--- config.mk ---
export PLATFORM = sky130hd
export DESIGN_NAME = output_serializer_flat
export DESIGN_NICKNAME = d
export VERILOG_FILES = /design/src/rtl/output_serializer_if.sv /design/src/rtl/output_serializer.sv /design/src/flat_wrapper.sv
export SDC_FILE = /design/constraint.sdc
export NUM_CORES = 2
export LEC_CHECK = 0
export CAP_MARGIN = 40
export CORE_MARGIN = 4
export CORE_UTILIZATION = 25
export DETAILED_ROUTE_END_ITERATION = 8
export HOLD_SLACK_MARGIN = 0.1
export PLACE_DENSITY = 0.36
export SLEW_MARGIN = 20
export SYNTH_ARGS = -nofsm -noshare
export SYNTH_HDL_FRONTEND = slang
export SYNTH_SLANG_ARGS = --single-unit
--- constraint.sdc ---
create_clock -name clk -period 20.4 [get_ports clk]
set_input_delay 2.04 -clock clk [delete_from_list [all_inputs] [get_ports clk]]
set_output_delay 2.04 -clock clk [all_outputs]
set_load 0.02 [all_outputs]
--- src/rtl/output_serializer_if.sv ---
// Vector-in / word-out stream bundle for output_serializer. The master side is the serializer;
// the slave side feeds vectors and drains beats.
interface output_serializer_if #(
   parameter int N          = 8,
   parameter int DATA_WIDTH = 32,
   parameter int MAX_CHAINS = 4,
   parameter int DROP_WIDTH = 16
);
   localparam int CW = $clog2(MAX_CHAINS);
   localparam int IW = $clog2(N);

   logic                  valid_in;
   logic                  eof_in;
   logic [CW-1:0]         chainId_in;
   logic [DATA_WIDTH-1:0] vector_in [N-1:0];

   logic [DATA_WIDTH-1:0] word_out;
   logic                  word_valid;
   logic                  word_ready;
   logic [IW-1:0]         word_index;
   logic                  word_last;
   logic                  word_eof;
   logic [CW-1:0]         word_chainId;

   logic                  full;
   logic [DROP_WIDTH-1:0] drop_count;

   modport master (
      input  valid_in, eof_in, chainId_in, vector_in, word_ready,
      output word_out, word_valid, word_index, word_last, word_eof, word_chainId,
      output full, drop_count
   );

   modport slave (
      output valid_in, eof_in, chainId_in, vector_in, word_ready,
      input  word_out, word_valid, word_index, word_last, word_eof, word_chainId,
      input  full, drop_count
   );
endinterface

--- src/rtl/output_serializer.sv ---
// Queues tagged N-element vectors in an OB_DEPTH-entry circular buffer and drains them
// one element per beat onto a valid/ready word stream; overflowing vectors are counted and dropped.
module output_serializer #(
   parameter int N          = 8,
   parameter int DATA_WIDTH = 32,
   parameter int OB_DEPTH   = 4,
   parameter int MAX_CHAINS = 4,
   parameter int DROP_WIDTH = 16
) (
   input  logic              clk,
   input  logic              reset,
   output_serializer_if.master bus
);
   localparam int CW = $clog2(MAX_CHAINS);
   localparam int IW = $clog2(N);
   localparam int PW = $clog2(OB_DEPTH);
   localparam logic [IW-1:0] LAST_IDX = IW'(N - 1);
   localparam logic [PW:0]   DEPTH    = (PW + 1)'(OB_DEPTH);

   typedef enum logic {IDLE, SEND} state_t;

   state_t                state_reg;
   logic [PW-1:0]         wr_ptr_reg, rd_ptr_reg;
   logic [PW:0]           count_reg;
   logic [IW-1:0]         idx_reg;
   logic [IW-1:0]         idx_next;
   logic                  hold_eof_reg;
   logic [DATA_WIDTH-1:0] hold_vec_reg [N-1:0];
   logic [DATA_WIDTH-1:0] head_vec [N-1:0];
   logic                  head_eof;
   logic [CW-1:0]         head_chain;
   logic                  mem_eof [OB_DEPTH];
   logic [CW-1:0]         mem_chain [OB_DEPTH];

   logic                  word_valid_reg, word_last_reg, word_eof_reg;
   logic [DATA_WIDTH-1:0] word_out_reg;
   logic [CW-1:0]         word_chainId_reg;
   logic [DROP_WIDTH-1:0] drop_count_reg;

   logic full, pop, push, drop;

   assign full     = (count_reg == DEPTH);
   // Pop either to start from idle or to chain the next vector straight after the last beat.
   assign pop      = (count_reg != '0) &&
                     ((state_reg == IDLE) ||
                      (state_reg == SEND && bus.word_ready && idx_reg == LAST_IDX));
   assign push     = bus.valid_in && (!full || pop);
   assign drop     = bus.valid_in && full && !pop;
   assign idx_next = idx_reg + IW'(1);

   assign head_eof   = mem_eof[rd_ptr_reg];
   assign head_chain = mem_chain[rd_ptr_reg];

   // One storage lane and one holding lane per element.
   for (genvar gi = 0; gi < N; gi++) begin : g_lane
      logic [DATA_WIDTH-1:0] lane_mem [OB_DEPTH];

      always_ff @(posedge clk) begin
         if (push) lane_mem[wr_ptr_reg] <= bus.vector_in[gi];
      end

      assign head_vec[gi] = lane_mem[rd_ptr_reg];

      always_ff @(posedge clk or posedge reset) begin
         if (reset)    hold_vec_reg[gi] <= '0;
         else if (pop) hold_vec_reg[gi] <= head_vec[gi];
      end
   end

   always_ff @(posedge clk) begin
      if (push) begin
         mem_eof[wr_ptr_reg]   <= bus.eof_in;
         mem_chain[wr_ptr_reg] <= bus.chainId_in;
      end
   end

   always_ff @(posedge clk or posedge reset) begin
      if (reset) begin
         wr_ptr_reg     <= '0;
         rd_ptr_reg     <= '0;
         count_reg      <= '0;
         drop_count_reg <= '0;
      end else begin
         if (push) wr_ptr_reg <= wr_ptr_reg + PW'(1);
         if (pop)  rd_ptr_reg <= rd_ptr_reg + PW'(1);
         case ({push, pop})
            2'b10:   count_reg <= count_reg + (PW + 1)'(1);
            2'b01:   count_reg <= count_reg - (PW + 1)'(1);
            default: count_reg <= count_reg;
         endcase
         if (drop && drop_count_reg != '1) drop_count_reg <= drop_count_reg + DROP_WIDTH'(1);
      end
   end

   always_ff @(posedge clk or posedge reset) begin
      if (reset) begin
         state_reg        <= IDLE;
         idx_reg          <= '0;
         hold_eof_reg     <= 1'b0;
         word_valid_reg   <= 1'b0;
         word_out_reg     <= '0;
         word_last_reg    <= 1'b0;
         word_eof_reg     <= 1'b0;
         word_chainId_reg <= '0;
      end else if (pop) begin
         state_reg        <= SEND;
         idx_reg          <= '0;
         hold_eof_reg     <= head_eof;
         word_valid_reg   <= 1'b1;
         word_out_reg     <= head_vec[0];
         word_last_reg    <= (LAST_IDX == '0);
         word_eof_reg     <= head_eof && (LAST_IDX == '0);
         word_chainId_reg <= head_chain;
      end else if (state_reg == SEND && bus.word_ready) begin
         if (idx_reg == LAST_IDX) begin
            state_reg      <= IDLE;
            word_valid_reg <= 1'b0;
            word_last_reg  <= 1'b0;
            word_eof_reg   <= 1'b0;
         end else begin
            idx_reg       <= idx_next;
            word_out_reg  <= hold_vec_reg[idx_next];
            word_last_reg <= (idx_next == LAST_IDX);
            word_eof_reg  <= hold_eof_reg && (idx_next == LAST_IDX);
         end
      end
   end

   assign bus.word_valid   = word_valid_reg;
   assign bus.word_out     = word_out_reg;
   assign bus.word_index   = idx_reg;
   assign bus.word_last    = word_last_reg;
   assign bus.word_eof     = word_eof_reg;
   assign bus.word_chainId = word_chainId_reg;
   assign bus.full         = full;
   assign bus.drop_count   = drop_count_reg;
endmodule
--- src/flat_wrapper.sv ---
// flat-port wrapper written by rule: the top's interface ports become plain ports
module output_serializer_flat 
#(
   parameter int N          = 8,
   parameter int DATA_WIDTH = 32,
   parameter int OB_DEPTH   = 4,
   parameter int MAX_CHAINS = 4,
   parameter int DROP_WIDTH = 16
)
  (clk, reset, bus_valid_in, bus_eof_in, bus_chainId_in, bus_vector_in, bus_word_ready, bus_word_out, bus_word_valid, bus_word_index, bus_word_last, bus_word_eof, bus_word_chainId, bus_full, bus_drop_count);
  output_serializer_if #(.N(N), .DATA_WIDTH(DATA_WIDTH), .MAX_CHAINS(MAX_CHAINS), .DROP_WIDTH(DROP_WIDTH)) bus_i ();
  input  logic clk;
  input  logic reset;
  input wire logic [$bits(bus_i.valid_in)-1:0] bus_valid_in;
  input wire logic [$bits(bus_i.eof_in)-1:0] bus_eof_in;
  input wire logic [$bits(bus_i.chainId_in)-1:0] bus_chainId_in;
  input wire logic [$bits(bus_i.vector_in)-1:0] bus_vector_in;
  input wire logic [$bits(bus_i.word_ready)-1:0] bus_word_ready;
  output wire logic [$bits(bus_i.word_out)-1:0] bus_word_out;
  output wire logic [$bits(bus_i.word_valid)-1:0] bus_word_valid;
  output wire logic [$bits(bus_i.word_index)-1:0] bus_word_index;
  output wire logic [$bits(bus_i.word_last)-1:0] bus_word_last;
  output wire logic [$bits(bus_i.word_eof)-1:0] bus_word_eof;
  output wire logic [$bits(bus_i.word_chainId)-1:0] bus_word_chainId;
  output wire logic [$bits(bus_i.full)-1:0] bus_full;
  output wire logic [$bits(bus_i.drop_count)-1:0] bus_drop_count;
  assign bus_i.valid_in = bus_valid_in;
  assign bus_i.eof_in = bus_eof_in;
  assign bus_i.chainId_in = bus_chainId_in;
  assign bus_i.vector_in = {>>{bus_vector_in}};
  assign bus_i.word_ready = bus_word_ready;
  assign bus_word_out = bus_i.word_out;
  assign bus_word_valid = bus_i.word_valid;
  assign bus_word_index = bus_i.word_index;
  assign bus_word_last = bus_i.word_last;
  assign bus_word_eof = bus_i.word_eof;
  assign bus_word_chainId = bus_i.word_chainId;
  assign bus_full = bus_i.full;
  assign bus_drop_count = bus_i.drop_count;
  output_serializer #(.N(N), .DATA_WIDTH(DATA_WIDTH), .OB_DEPTH(OB_DEPTH), .MAX_CHAINS(MAX_CHAINS), .DROP_WIDTH(DROP_WIDTH)) u_core (.clk(clk), .reset(reset), .bus(bus_i));
endmodule
==> impl_metrics.tcl <==
set metrics [dict create \
    antenna_found_initial 65 \
    fillCellCount 20139 \
    holdCritStartpoint "u_core.hold_vec_reg[230]" \
    ys_top_cells_by_area "edfxtp_1, dfrtp_1, mux4_2" \
    slew_viol_final 0 \
    io_buffers 319 \
    grt_max_degree 176 \
    hp-class "register to register" \
    whs_endpoint "u_core.hold_vec_reg[230]" \
    start_kind "input port" \
    clk_pin_slew_ns 0.06 \
    worstReg2RegStart "u_core.bus.word_index[0]" \
    synth_top_family_by_area "multiplexers" \
    synth_warnings 0 \
    setup_violations 0 \
    cts_tree "done" \
    post_drt_via_cell_ratio 4.32 \
    synthFlopType "edfxtp_1" \
    whs_path_depth 2 \
    syn-num-nets 3223 \
    critPathRequiredTime_ns 20.86 \
    tightestPinTransition_ns 1.14 \
    slowest_delay_ns 0.65 \
    ir_worst_vdd_v 0.000127 \
    max_freq_mhz 202 \
    ys_types 46 \
    globalplace.congestion 0.689 \
    synth_mux_area_frac 0.138 \
    synthCells 2951 \
    postSynthAreaPerCell_um2 17.5 \
    drtIter0Drc 1652 \
    reg2reg_to "u_core.g_lane[4].lane_mem[3][12]" \
    drtPass1Iterations 5 \
    timing.setup.tns_ns 0 \
    row_count 166 \
    status "completed" \
    io_pins 320 \
    hold_buffers 0 \
    drc_errors 0 \
    routed.top_layer "met5" \
    route.antenna.remaining_nets 0 \
    crit_cells 8 \
    synthTopCellsByCount "edfxtp_1, nand2_1, dfrtp_1" \
    crit_slowest_cell "and2_4" \
    rsz0062_at_grt "false" \
    dr_wl_met3_um 9420 \
    syn_area_um2 51700 \
    wl_met1_um 69600 \
    post_cts_buffers 0 \
    path_buf_inv 5 \
    cp_cell_sequence "clkdlybuf4s50_1, a21boi_2, a21boi_1, buf_4, and2_4, buf_12, buf_4, buf_12" \
    yosys.area_share.simple 0.0685 \
    postSynth.asyncResetShare 0.236 \
    fin_crit_ns 4.96 \
    nets 3608 \
    path_max_fanout 115 \
    initial_core_util 0.252 \
    h-tree-depth 4 \
    worst_setup_path_end_kind "register" \
    finClkSkew_ns 0.0250 \
    drive_gt1_frac 0.164 \
    cts_resized 0 \
    grt.total_usage 0.138 \
    slew_headroom 0.241 \
    drv_cap 0 \
    synth-compound-area-share 0.0167 \
    dieWidth_um 463 \
    total_power_mw 9.34 \
    fin_crit_sh 0.243 \
    synth_top_area_share 0.602 \
    dieHeight_um 463 \
    yosysSeqAreaShare 0.757 \
    setup.worst_path.class "input port to register" \
    synthAdderAreaFrac 0.00232 \
    wl_um 149000 \
    synth_edf_count 1036 \
    largest_reg_flops 1024 \
    cts_buffers 160 \
    hpwl_um 91800 \
    overflow 0 \
    critPathArrivalTime_ns 5.41 \
    grt_pass1_wl_um 215000 \
    insertion_delay_ns 0.79 \
    routed-via-count 26696 \
    cts-root-buf "clkbuf_16" \
    yosysMostFrequentCell "edfxtp_1" \
    dieArea_um2 214000 \
    grt_pass1_vias 28257 \
    wl_met2_um 66700 \
    hold_viol_final 0 \
    synthXorXnorAreaFrac 0.00339 \
    p_leak_nw 22.9 \
    path_delay_family "buffers and inverters" \
    clockBufferDepth 3 \
    wl_per_cell_um 24.1 \
    ys_seq_elements 1356 \
    syn_to_final_growth_pct 23.1 \
    reg2regPathDepth 9 \
    core_um2 205000 \
    clkSinkCount 1356 \
    power-per-cell-area_nw_per_um2 147 \
    yosysTopAreaCell "edfxtp_1" \
    rrSetupSlack_ns 16.15 \
]
[cells by family (layout without fill, tap and decap cells)]
group	Yosys count	after routing
compound gates	117	117
xor+xnor	20	20
fa+ha+maj	9	9
buf+inv	168	689
flops	1356	1356
mux	390	390
other cells	0	15
simple gates	891	891
[where the power goes]
part           switching (mW)  internal (mW)
clock                    1.15           1.61
combinational            1.53           1.06
sequential              0.275           3.71
total                    2.96           6.39
[area by class of cell]
cell class	count	area [um2]	area share
Sequential cell	1356	39100	0.615
Multi-Input combinational cell	1427	11900	0.187
Clock buffer	223	4450	0.0700
Timing Repair Buffer	379	4040	0.0635
Tap cell	2688	3360	0.0529
Clock inverter	75	609	0.00958
Inverter	12	52.6	0.000826
Antenna cell	15	37.5	0.000590
[worst reg2reg max path, cell delays in order, from the launching register on]
cell and delay [ns]:
dfrtp_1 0.64, ha_1 0.23, ha_1 0.23, a21boi_2 0.15, a21boi_1 0.16, buf_4 0.19, and2_4 0.65, buf_12 0.64
buf_4 0.71, buf_12 0.30
[per-layer routing]
metal / vias up / global-route usage
met5: - / 0
met3: 251 / 0.0424
met4: 38 / 0.0319
li1: 11969 / -
met2: 571 / 0.208
met1: 13867 / 0.194
[how the worst max path moves through the flow]
stage | startpoint | end | slack, ns
after floorplan | reset | u_core.bus.drop_count[0] | 9.50
after global placement | bus_word_ready | u_core.g_lane[7].lane_mem[3][9] | 14.45
after detailed placement | bus_word_ready | u_core.g_lane[6].lane_mem[3][12] | 14.52
after CTS | bus_word_ready | u_core.g_lane[7].lane_mem[3][27] | 15.38
after global routing | bus_word_ready | u_core.g_lane[4].lane_mem[3][12] | 15.23
final | bus_word_ready | u_core.g_lane[4].lane_mem[3][12] | 15.44
[cell usage in the layout (no fill, tap or decap), types with 3 or more instances in the layout]
cell type | Yosys | final
a2111oi_2 | 4 | 4
a22oi_1 | 64 | 64
a31oi_1 | 33 | 33
and2_4 | 0 | 4
buf_12 | 0 | 14
buf_16 | 0 | 11
buf_4 | 1 | 35
bufinv_16 | 0 | 7
clkbuf_1 | 74 | 49
clkbuf_16 | 0 | 166
clkbuf_8 | 0 | 8
clkdlybuf4s50_1 | 0 | 319
clkinv_1 | 0 | 29
clkinv_2 | 0 | 28
clkinv_8 | 0 | 3
dfrtp_1 | 320 | 318
diode_2 | 0 | 15
edfxtp_1 | 1036 | 1036
ha_1 | 8 | 7
inv_1 | 12 | 11
inv_16 | 0 | 3
inv_6 | 0 | 3
mux2i_1 | 130 | 130
mux4_2 | 259 | 259
nand2_1 | 785 | 784
nand3_1 | 38 | 38
nand4_1 | 4 | 4
nor2_1 | 35 | 33
nor3_1 | 3 | 3
nor4_1 | 4 | 4
nor4b_2 | 3 | 3
o21ai_0 | 4 | 4
xnor2_1 | 8 | 8
xor2_1 | 12 | 12
[per-stage QoR]
| step | hold WS, ns | setup WS [ns] | utilization | instance area (um2) | instances |
|---|---|---|---|---|---|
| 3_5_place_dp | 0.461 | 14.52 | 0.284 | 58400 | 5856 |
| 2_1_floorplan | 0.445 | 9.50 | - | 51700 | 2951 |
| 5_1_grt | 0.489 | 15.23 | 0.310 | 63600 | 6162 |
| 6_report | 0.471 | 15.44 | 0.310 | 63600 | 6175 |
| 3_3_place_gp | 0.456 | 14.45 | 0.283 | 58100 | 5844 |
| 4_1_cts | 0.476 | 15.38 | 0.309 | 63400 | 6154 |
No activity file was read; power rests on OpenSTA's default activity.
